File: src/rtl/pwm_multichannel.sv
// Multi-channel PWM generator with per-channel double-buffered duty,
// programmable prescaler, and edge- or center-aligned counting.
// Duty writes land in a shadow register. Shadow values, together with the
// counting mode, are committed to the active set only at period boundaries.
module pwm_multichannel #(
    parameter int unsigned NUM_CH = 16,
    parameter int unsigned RES    = 8,
    parameter int unsigned PRE_W  = 8,
    parameter int unsigned ADDR_W = 5
) (
    input  logic              clk,
    input  logic              rst,
    input  logic [NUM_CH-1:0] out_en,
    input  logic [NUM_CH-1:0] pwm_en,
    input  logic [PRE_W-1:0]  div,
    input  logic              center_mode,
    input  logic              cfg_we,
    input  logic [ADDR_W-1:0] cfg_addr,
    input  logic [RES-1:0]    cfg_wdata,
    output logic [NUM_CH-1:0] out,
    output logic              period_start
);

    typedef enum logic {
        DIR_UP   = 1'b0,
        DIR_DOWN = 1'b1
    } dir_t;

    localparam logic [RES-1:0] MAX    = '1;
    localparam logic [RES-1:0] MAX_M1 = MAX - 1'b1;
    localparam logic [RES-1:0] ONE    = RES'(1);

    logic [PRE_W-1:0]  r_pre_cnt;
    logic [RES-1:0]    r_cnt;
    dir_t              r_dir;
    logic              r_mode_act;
    logic [RES-1:0]    r_shadow [NUM_CH];
    logic [RES-1:0]    r_active [NUM_CH];
    logic [NUM_CH-1:0] r_out;
    logic              r_period_start;

    logic              w_tick;
    logic              w_boundary;
    logic [NUM_CH-1:0] w_out_next;

    // ">=" lets a lowered divisor fire immediately instead of waiting for wrap
    assign w_tick = (r_pre_cnt >= div);

    // Edge mode ends on MAX; center mode ends on the way down at 1
    assign w_boundary = w_tick &&
                        (r_mode_act ? ((r_dir == DIR_DOWN) && (r_cnt == ONE))
                                    : (r_cnt == MAX));

    // Prescaler: free-running divider producing one tick every div+1 clocks
    always_ff @(posedge clk) begin
        if (rst) begin
            r_pre_cnt <= '0;
        end else if (w_tick) begin
            r_pre_cnt <= '0;
        end else begin
            r_pre_cnt <= r_pre_cnt + 1'b1;
        end
    end

    // Period counter, direction and boundary commit of mode and duties
    always_ff @(posedge clk) begin
        if (rst) begin
            r_cnt      <= '0;
            r_dir      <= DIR_UP;
            r_mode_act <= 1'b0;
            for (int unsigned i = 0; i < NUM_CH; i++) begin
                r_active[i] <= '0;
            end
        end else if (w_tick) begin
            if (w_boundary) begin
                r_cnt      <= '0;
                r_dir      <= DIR_UP;
                r_mode_act <= center_mode;
                for (int unsigned i = 0; i < NUM_CH; i++) begin
                    r_active[i] <= r_shadow[i];
                end
            end else if (!r_mode_act) begin
                r_cnt <= r_cnt + 1'b1;
            end else if (r_dir == DIR_UP) begin
                if (r_cnt == MAX) begin
                    r_dir <= DIR_DOWN;
                    r_cnt <= MAX_M1;
                end else begin
                    r_cnt <= r_cnt + 1'b1;
                end
            end else begin
                r_cnt <= r_cnt - 1'b1;
            end
        end
    end

    // Shadow duty writes; addresses beyond the last channel match nothing
    always_ff @(posedge clk) begin
        if (rst) begin
            for (int unsigned i = 0; i < NUM_CH; i++) begin
                r_shadow[i] <= '0;
            end
        end else if (cfg_we) begin
            for (int unsigned i = 0; i < NUM_CH; i++) begin
                if (cfg_addr == ADDR_W'(i)) begin
                    r_shadow[i] <= cfg_wdata;
                end
            end
        end
    end

    // Per-channel output decode from the current counter and active duty
    always_comb begin
        w_out_next = '0;
        for (int unsigned i = 0; i < NUM_CH; i++) begin
            if (!out_en[i]) begin
                w_out_next[i] = 1'b0;
            end else if (!pwm_en[i]) begin
                w_out_next[i] = 1'b1;
            end else if (r_active[i] == MAX) begin
                w_out_next[i] = 1'b1;
            end else begin
                w_out_next[i] = (r_cnt < r_active[i]);
            end
        end
    end

    // Registered outputs and period-start strobe
    always_ff @(posedge clk) begin
        if (rst) begin
            r_out          <= '0;
            r_period_start <= 1'b0;
        end else begin
            r_out          <= w_out_next;
            r_period_start <= w_boundary;
        end
    end

    assign out          = r_out;
    assign period_start = r_period_start;

endmodule
File: config.mk
export PLATFORM = sky130hd
export DESIGN_NAME = pwm_multichannel
export DESIGN_NICKNAME = d
export VERILOG_FILES = /design/src/rtl/pwm_multichannel.sv
export SDC_FILE = /design/constraint.sdc
export NUM_CORES = 1
export LEC_CHECK = 0
export BUFFER_PORTS_ARGS = -buffer_cell sky130_fd_sc_hd__buf_2
export CELL_PAD_IN_SITES_DETAIL_PLACEMENT = 0
export CELL_PAD_IN_SITES_GLOBAL_PLACEMENT = 2
export CORE_UTILIZATION = 35
export DETAILED_ROUTE_END_ITERATION = 10
export GPL_TIMING_DRIVEN = 1
export PLACE_DENSITY = 0.76
export SLEW_MARGIN = 40
export SYNTH_ARGS = -nofsm -noshare
export SYNTH_HDL_FRONTEND = slang
export SYNTH_SLANG_ARGS = --single-unit
File: constraint.sdc
create_clock -name clk -period 5.6 [get_ports clk]
set_clock_uncertainty 0.1 [all_clocks]
set_input_delay 0 -clock clk [delete_from_list [all_inputs] [get_ports clk]]
set_output_delay 0 -clock clk [all_outputs]
set_load 0.01 [all_outputs]
==> out/metrics.csv <==
stage,metric,value,unit
hold_path,hold depth,4,
cts,Worst-Skew Late Latency,0.52,ns
global_route,All-Layer GR Usage,15.7,%
job,number of max-cap violations,0,
placed_design,DP Area,0.0152,mm^2
critical_path,R2R Path Start,r_cnt[1],
sta,WHS,0.0350,ns
cells_and_area,layout net count,1526,
critical_path,worst path arrival time,3.06,ns
critical_path,worst path required time,5.69,ns
floorplanning,row count,73,
cts,Clock H-tree levels,2,
critical_path,FF-to-FF setup slack,2.62,ns
sta,Tmin final,2.98,ns
sta,Max Clk Rate,0.336,GHz
placed_design,input/output buffers,73,
synthesis,register area share after synthesis,59.3,%
synthesis,Yosys top cell area share,54.3,%
critical_path,crit path cell chain,"ha_1, nand3_2, nor2_4, mux2_4, nand2_4, nand2_8, buf_4",
routing,Detailed Route Iter0 Violations,469,
synthesis,syn_nets,1386,
critical_path,Worst R2R Path Depth,7,
hold_path,Worst Hold Endpoint,r_shadow[1][29],
critical_path,Reg-to-Reg End,r_active[1][32],
synthesis,synth unique cells,46,
cts,Worst-path clk slew,0.06,ns
global_route,Overflow after GRT,0,
routing,post-route antenna net violation count,0,
critical_path,Crit Path Max Fanout,69,
sta,relative slew slack,45.8,%
sta,setup tns final,0,ns
critical_path,kind of critical path,reg2reg,
synthesis,largest area contributor in the netlist,edfxtp_1,
floorplanning,io pins,74,
global_route,first-pass GRT wire length,48.9,mm
global_route,vias in the first global route,8852,
cts,Clock Tree Root,clkbuf_16,
floorplanning,Die H,203,um
routing,vias,9045,
synthesis,Syn Inst Count,1205,
routing,routed wire length,31.6,mm
cells_and_area,post-route non-filler standard cell count,1898,
sta,period utilisation layout,53.1,%
cells_and_area,fraction of layout cells with a size suffix above 1,12.0,%
sta,max-slew violation count,0,
power_and_ir_drop,Worst VDD drop,0.187,mV
run_status,status,finished clean,
hold_path,worst hold path class,in2reg,
cells_and_area,Syn-to-layout area delta,18.2,%
critical_path,type of origin of the critical path,register,
floorplanning,die footprint,0.0412,mm^2
synthesis,average cell area after synthesis,11.7,um^2
cts,Max Buffers Root-to-Sink,3,
power_and_ir_drop,P per Cell Area,297,mW/mm^2
cts,TritonCTS buffer count,35,
critical_path,"slowest stage cell, crit path",dfxtp_1,
synthesis,largest cells by area after synthesis,"edfxtp_1 (54%), ha_1 (11%), dfxtp_1 (5.0%)",
cts,CTS resizes,0,
sta,worst slew pin tran,0.813,ns
synthesis,Syn Std Cell Area,0.0142,mm^2
cts,clk sinks,291,
synthesis,most numerous cell in the Yosys netlist,edfxtp_1,
synthesis,Yosys reg bits,291,
floorplanning,starting density of the core,35.5,%
placed_design,routability cong.,0.766,
routing,Avg WL per Cell,16.7,um
synthesis,Syn. warnings,0,
floorplanning,core area,0.0398,mm^2
cells_and_area,"Design Area, Final",0.0167,mm^2
hold_path,Worst Min Path Start,cfg_addr[3],
placed_design,estimated wirelength of the detail-placed design,20.8,mm
routing,vias per inst,4.77,
synthesis,commonest cells in the netlist,"edfxtp_1 (256), inv_1 (137), nor2_1 (137)",
synthesis,Post-synth EDFFs,256,
placed_design,Inst Count DP,1786,
global_route,antenna violations before repair,1,
power_and_ir_drop,leakage,6.71,nW
cts,CTS tree,built,
critical_path,peak per-stage delay on the critical path,0.62,ns
routing,# DRC,0,
floorplanning,chip width,203,um
global_route,largest net degree at the start of global routing,82,
critical_path,crit path capture type,register,
routing,TritonRoute pass-1 iters,6,
sta,"Hold Violations, Final",0,
sta,RSZ-0062 raised after global routing,no,
sta,# setup viols final,0,
synthesis,asr flop ratio synth,0,%
synthesis,Synth Flop Type,edfxtp_1,
## logic make-up (layout without fill, tap and decap cells)
kind of cell    count (synthesis)  in the layout  share of synthesized area [%]
fa+ha+maj                     124            124                           11.0
simple gates                  392            392                           14.2
compound gates                204            204                           9.26
xor+xnor                       14             14                          0.866
other cells                     0              1                              0
mux                             2              2                          0.177
buf+inv                       178            345                           5.29
flops                         291            291                           59.3
## power breakdown
part | switching (mW) | internal [mW]
sequential | 0.0383 | 2.49
combinational | 0.200 | 0.135
clock | 0.888 | 1.22
total | 1.13 | 3.84
## layout make-up
type | instances | area (um^2)
diodes | 1 | 2.50
clock buffers | 46 | 958
clock inverters | 18 | 126
fillers | 3828 | 23100
inverters | 137 | 514
multi-input cells | 736 | 5050
flip-flops and latches | 291 | 8390
well taps | 525 | 657
repair buffers | 144 | 1030
## worst max path at each step
stage | start | endpoint | slack, ns | cells past startpoint
after floorplan | r_cnt[1] | r_active[0][0] | 0.53 | 7
after global placement | r_cnt[2] | r_active[1][45] | 2.21 | 6
after detailed placement | r_cnt[2] | r_active[1][45] | 2.43 | 6
after CTS | r_cnt[2] | r_active[1][32] | 2.42 | 6
after global routing | r_cnt[6] | r_active[1][32] | 2.40 | 6
final | r_cnt[1] | r_active[1][32] | 2.62 | 7
## per-layer routing
metal / share of wire [%] / routed length, um / global-route usage (%)
met1: 46 / 14400 / 19.9
met5: 0 / 0 / 0
met3: 2.9 / 914 / 2.17
met2: 49 / 15300 / 27.3
met4: 3.0 / 959 / 5.69
## registers in the layout (all words and copies together), names as in the netlist
name          flops
r_pre_cnt         8
r_dir             1
period_start      1
r_cnt             8
r_shadow        128
r_active        128
r_mode_act        1
out              16
## critical path: cells and delay by family, from the launching register on
kind	cells	cell delay, ns
adders and majority gates	1	0.30
DFF	1	0.62
buffers and inverters	1	0.39
and+or+nand+nor	4	0.99
muxes	1	0.24
## placed cells by master, fill, tap and decap left out, drive strengths merged, types with 3 or more instances in the layout
master	instances
xnor2	7
o211ai	17
o31ai	3
xor2	7
nor2b	51
dfxtp	35
clkinvlp	3
o21ai	73
nor3	6
nand3	29
nand2b	3
a21boi	16
nand4	34
edfxtp	256
buf	98
o21a	33
nand2	43
and3	3
dlygate4sd3	46
a211oi	20
clkinv	14
nor2	139
inv	138
a21oi	27
a41o	3
and2	80
ha	124
clkbuf	46
## metrics by stage
step                total power, mW  util, %  setup WS (ns)
finish                         4.97     42.0           2.62
floorplan                      2.76        -          0.530
CTS                            5.03     41.9           2.42
detailed placement             2.89     38.1           2.43
global route                   5.15     42.0           2.40
global placement               2.88     38.0           2.21
## what timing repair did
action	in CTS	in global routing
buffers inserted	0	0
endpoints found under the hold margin	130	0
hold buffers	46	0
Note: power is estimated with default switching activity, not from simulation.
